### config.mk
export PLATFORM = sky130hd
export DESIGN_NAME = seq_divider_12by6
export DESIGN_NICKNAME = d
export VERILOG_FILES = /design/src/rtl/seq_divider_12by6.sv
export SDC_FILE = /design/constraint.sdc
export NUM_CORES = 1
export LEC_CHECK = 0
export CORE_ASPECT_RATIO = 1.25
export CORE_MARGIN = 2
export CORE_UTILIZATION = 57
export CTS_BUF_LIST = sky130_fd_sc_hd__clkbuf_4
export CTS_CLUSTER_SIZE = 14
export DETAILED_ROUTE_END_ITERATION = 7
export PLACE_DENSITY = 0.82
export SYNTH_ARGS = -nofsm -noshare
export SYNTH_HDL_FRONTEND = slang
export SYNTH_SLANG_ARGS = --single-unit
### constraint.sdc
create_clock -name clk -period 2.5 [get_ports clk]
set_input_delay 0.5 -clock clk [delete_from_list [all_inputs] [get_ports clk]]
set_output_delay 0.5 -clock clk [all_outputs]
set_load 0.005 [all_outputs]
### src/rtl/seq_divider_12by6.sv
// -----------------------------------------------------------------------------
// seq_divider_12by6
//
// Iterative signed divider paired with the 6x6 signed multiplier. It divides a
// 12-bit signed dividend by a 6-bit signed divisor. The result is a 6-bit
// signed quotient and a 6-bit signed remainder with truncating division, so
// the remainder takes the sign of the dividend.
//
// Operation: a restoring division on magnitudes, one quotient bit per clock.
// The signs are applied in a final FIX cycle.
// Latency: 13 cycles from the accepting edge to results valid.
// Throughput: one result every 14 cycles when start is held high.
//
// Ports:
//   clk        rising-edge clock
//   rst        asynchronous, active-high reset
//   start      request; sampled only while idle
//   Dividend   [11:0] signed dividend, captured on accept
//   Divisor    [5:0]  signed divisor, captured on accept
//   Quotient   [5:0]  signed quotient, held until next completion
//   Remainder  [5:0]  signed remainder (sign of dividend), held
//   busy       high from the accept edge through the final cycle
//   done       one-cycle completion pulse
//   dbz        divide-by-zero flag for the last result, held
//   ovf        quotient-overflow flag for the last result, held
//
// Configuration macro:
//   DIV_OVF_SAT_EN  When defined, an out-of-range quotient saturates to
//                   +31 or -32 and raises ovf.
//                   When undefined, ovf is tied low and the quotient wraps
//                   to its low 6 bits.
// -----------------------------------------------------------------------------
module seq_divider_12by6 (
  input  logic        clk,
  input  logic        rst,
  input  logic        start,
  input  logic [11:0] Dividend,
  input  logic [5:0]  Divisor,
  output logic [5:0]  Quotient,
  output logic [5:0]  Remainder,
  output logic        busy,
  output logic        done,
  output logic        dbz,
  output logic        ovf
);

`ifdef DIV_OVF_SAT_EN
  // Saturation needs the full quotient magnitude to detect overflow.
  localparam int QW = 12;
`else
  // Wrapping needs only the low 6 quotient bits. After 12 shifts from the
  // LSB, those bits are exactly what a 6-bit shifter holds.
  localparam int QW = 6;
`endif

  typedef enum logic [1:0] {IDLE, CALC, FIX} state_t;

  state_t        state;
  logic [11:0]   dvd_sh;    // dividend magnitude, consumed MSB first
  logic [5:0]    dvs_mag;   // divisor magnitude (-32 -> 6'h20 = 32)
  logic [6:0]    pr;        // partial remainder
  logic [3:0]    cnt;       // iteration counter 0..11
  logic [QW-1:0] qmag;      // quotient magnitude, shifted in from the LSB
  logic          sign_q;
  logic          sign_r;
  logic          zero;

  // Two's-complement negation also maps the most-negative value onto its
  // own bit pattern, which reads correctly as an unsigned magnitude.
  logic [11:0] dvd_abs;
  logic [5:0]  dvs_abs;
  assign dvd_abs = Dividend[11] ? (~Dividend + 12'd1) : Dividend;
  assign dvs_abs = Divisor[5]   ? (~Divisor  + 6'd1)  : Divisor;

  // One restoring step. pr stays below |divisor| <= 32, so only pr[5:0]
  // carries information into the shift.
  logic [6:0] pr_sh;
  logic       pr_ge;
  logic [6:0] pr_nxt;
  assign pr_sh  = 7'({pr, dvd_sh[11]});
  assign pr_ge  = (pr_sh >= {1'b0, dvs_mag});
  assign pr_nxt = pr_ge ? (pr_sh - {1'b0, dvs_mag}) : pr_sh;

  logic [5:0] r_signed;
  assign r_signed = sign_r ? (~pr[5:0] + 6'd1) : pr[5:0];

`ifdef DIV_OVF_SAT_EN
  // A negative quotient may reach -32. A positive quotient stops at +31.
  logic q_ovf;
  assign q_ovf = sign_q ? (qmag > 12'd32) : (qmag > 12'd31);
`endif

  logic [5:0] q_final;
  // NOTE: every always_comb output gets a default assignment first, so no
  // path leaves it unassigned and no latch is inferred.
  always_comb begin
    q_final = sign_q ? (~qmag[5:0] + 6'd1) : qmag[5:0];
`ifdef DIV_OVF_SAT_EN
    if (q_ovf) q_final = sign_q ? 6'h20 : 6'h1F;
`endif
  end

  // NOTE: sequential state uses non-blocking assignments only. Every
  // register therefore updates from pre-edge values, whatever the statement
  // order.
  always_ff @(posedge clk or posedge rst) begin
    // NOTE: these are plain flops, not a memory, so each one takes an
    // explicit reset value. A reset mid-operation then leaves nothing stale.
    if (rst) begin
      state     <= IDLE;
      dvd_sh    <= '0;
      dvs_mag   <= '0;
      pr        <= '0;
      cnt       <= '0;
      qmag      <= '0;
      sign_q    <= 1'b0;
      sign_r    <= 1'b0;
      zero      <= 1'b0;
      Quotient  <= '0;
      Remainder <= '0;
      busy      <= 1'b0;
      done      <= 1'b0;
      dbz       <= 1'b0;
`ifdef DIV_OVF_SAT_EN
      ovf       <= 1'b0;
`endif
    end else begin
      done <= 1'b0;
      case (state)
        IDLE: begin
          if (start) begin
            dvd_sh  <= dvd_abs;
            dvs_mag <= dvs_abs;
            sign_q  <= Dividend[11] ^ Divisor[5];
            sign_r  <= Dividend[11];
            zero    <= (Divisor == 6'd0);
            pr      <= '0;
            cnt     <= '0;
            qmag    <= '0;
            busy    <= 1'b1;
            state   <= CALC;
          end
        end
        CALC: begin
          dvd_sh <= {dvd_sh[10:0], 1'b0};
          pr     <= pr_nxt;
          qmag   <= {qmag[QW-2:0], pr_ge};
          cnt    <= cnt + 4'd1;
          if (cnt == 4'd11) state <= FIX;
        end
        FIX: begin
          // A zero divisor still runs the full latency. Only the
          // published result is forced.
          if (zero) begin
            Quotient  <= '0;
            Remainder <= '0;
            dbz       <= 1'b1;
`ifdef DIV_OVF_SAT_EN
            ovf       <= 1'b0;
`endif
          end else begin
            Quotient  <= q_final;
            Remainder <= r_signed;
            dbz       <= 1'b0;
`ifdef DIV_OVF_SAT_EN
            ovf       <= q_ovf;
`endif
          end
          done  <= 1'b1;
          busy  <= 1'b0;
          state <= IDLE;
        end
        default: state <= IDLE;
      endcase
    end
  end

`ifndef DIV_OVF_SAT_EN
  assign ovf = 1'b0;
`endif

endmodule

==> results_dict.tcl <==
set metrics [dict create \
    critPathMaxStageDelay_ns 0.47 \
    fin_skew_ns 0.0127 \
    pin_count 37 \
    busiest_layer "met2" \
    hold_path.class "primary input to async pin" \
    clk_latency_ns 0.38 \
    die_area_mm2 0.00575 \
    grt_max_degree 55 \
    fin_crit_sh 0.877 \
    vias 2285 \
    cp.arrival_ns 2.49 \
    fin_tns_setup_ns 0 \
    synth_cells 309 \
    start_util 0.583 \
    avgSynthCellArea_um2 9.52 \
    power_density_mw_per_mm2 1120 \
    ys_ff_latch 54 \
    setup_ws_ns 0.307 \
    firstDrtPassIters 4 \
    postCtsHoldBufs 0 \
    max_clock_freq_ghz 0.456 \
    worst_path_max_delay_cell "dfrtp_1" \
    wl_per_cell_um 13.8 \
    ys_types 43 \
    setup_viol 0 \
    dp_cells 398 \
    cts_buffers 5 \
    die_w_um 68.3 \
    met1_usage 0.277 \
    synth_top_cell_by_area "dfrtp_1" \
    synth-main-ff-cell "dfrtp_1" \
    placed_cell_area_mm2 0.00338 \
    core.rowCount 29 \
    synth_commonest_cells "54 x dfrtp_1, 48 x nand2_1, 34 x o21ai_0" \
    h-tree-depth 2 \
    cp-end-kind "register" \
    synth_nets 343 \
    gp_congestion 0.835 \
    leakage_nw 1.57 \
    cts-resized-gates 0 \
    viasPerCell 5.63 \
    synth_top_cell_area_share 0.459 \
    wl_mm 5.59 \
    min_period_ns 2.19 \
    fin_area_mm2 0.00347 \
    portBuffers 35 \
    ys_seq_area_frac 0.459 \
    gr-usage-all-layers 0.222 \
    ir_worst_vdd_uv 524 \
    syn_to_final_growth_pct 17.9 \
    grt_pass1_wl_mm 9.92 \
    fin_nets 377 \
    rsz0062_at_grt "false" \
    postRouteAntennaNets 0 \
    ys_top_cells_by_area "dfrtp_1 46%, nand2_1 6.1%, o21ai_0 5.8%" \
    worstMarginPinSlew_ns 0.516 \
    drive_gt1_frac 0.0698 \
    maxSlewViolCount 0 \
    cp-start-kind "register" \
    max_slew_margin 0.656 \
    synthArstFlopShare 1.00 \
    reg2regPathDepth 6 \
    initialDrtViolationCount 87 \
    antenna_found_initial 0 \
    synth.most_common_cell "dfrtp_1" \
    hpwlAfterDp_mm 4.22 \
    antenna_cells 0 \
    cp_cell_sequence "ha_1, or2_2, o211ai_1, or4b_1, o2111a_1, o31ai_1" \
    synth_edf_count 0 \
    critical_path_required_ns 2.80 \
    grt_pass1_vias 2268 \
    met2_usage 0.383 \
    clock-sinks 54 \
    pre_cts_ws_ns 0.0782 \
    ys_warn_count 0 \
    path_class "register to register" \
    cts-root-buf "clkbuf_4" \
    whs_ns 0.471 \
    clk_pin_slew_worst_paths_ns 0.16 \
    die_height_um 84.3 \
    status "complete, no violations" \
    syn_area_mm2 0.00294 \
    grt-ovfl-total 0 \
    final_cells 406 \
    clockBufferDepth 2 \
    coreArea_mm2 0.00504 \
    max_cap_violations 0 \
    drc_errors 0 \
    critPathMaxFanout 5 \
    cts_setup_buffers 0 \
    cts_tree "done" \
    gr-usage-met3 0.0322 \
    report.final.hold_viol_count 0 \
]
## per-stage QoR
step	utilization	power, mW
final	0.687	3.88
after global routing	0.687	4.24
after CTS	0.687	3.91
after detailed placement	0.671	3.42
after global placement	0.671	3.32
after floorplan	-	2.83
## registers in the layout, indices dropped and copies added (netlist names)
name and flops:
dvs_mag 6, Quotient 6, cnt 4, dvd_sh 12, qmag 6, zero 1
sign_r 1, busy 1, dbz 1, state 2, sign_q 1, Remainder 6
pr 6, done 1
## per-layer routing
| layer | routed length (um) | part of all wire |
|---|---|---|
| met2 | 2920 | 0.52 |
| met4 | 84 | 0.015 |
| met3 | 166 | 0.030 |
| met1 | 2420 | 0.43 |
| met5 | 0 | 0 |
## final timing paths
check / start / to / slack, ns
setup reg to reg: pr[1] / pr[5] / 0.31
max in group asynchronous: rst / busy / 1.79
min in group clk: Remainder[4] / Remainder[4] / 0.50
setup / recovery: pr[1] / pr[5] / 0.31
hold reg to reg: Remainder[4] / Remainder[4] / 0.50
hold / removal: rst / Quotient[5] / 0.47
## power by group
group | total, mW | switching (mW) | internal (mW)
Combinational | 1.83 | 0.890 | 0.944
Sequential | 1.55 | 0.320 | 1.23
Clock | 0.493 | 0.283 | 0.210
## cell families (layout without fill, tap and decap cells)
logic type	count (synthesis)	after routing	share of synthesized area
adder cells (fa/ha/maj)	13	13	0.0578
multiplexers	10	10	0.0349
AO/OA/AOI/OAI	80	80	0.185
flip-flops	54	54	0.459
XOR/XNOR	24	24	0.0715
other	1	1	0.00127
AND/OR/NAND/NOR	92	92	0.143
buffers and inverters	35	70	0.0468
## critical path, delay by kind of cell, from the launching register on
kind	cells	cell delay (ns)
compound gates	3	0.48
fa+ha+maj	1	0.37
flops	1	0.47
simple gates	2	0.79
## layout make-up
class,instances,area [um2]
Multi-Input combinational cell,220,1450
Clock inverter,3,45.0
Tap cell,62,77.6
Inverter,20,75.1
Clock buffer,5,37.5
Fill cell,416,1580
Timing Repair Buffer,42,428
Sequential cell,54,1350
## layout by cell type, fill, tap and decap left out, types with 2 or more instances in the layout
cell,n
a21oi_1,6
a22o_1,6
a22oi_1,3
a32oi_1,6
buf_12,2
buf_4,5
clkbuf_4,5
clkdlybuf4s50_1,35
clkinvlp_4,2
dfrtp_1,54
ha_1,12
inv_1,18
mux2_2,2
mux2i_1,8
nand2_1,48
nand2b_1,2
nand3_1,8
nor2_1,13
nor2b_1,6
nor4_1,2
o21ai_0,34
o21ai_1,3
o31ai_1,11
o41ai_1,3
or2_2,4
or3_1,3
xnor2_1,12
xor2_1,12
No activity file was read; power rests on OpenSTA's default activity.
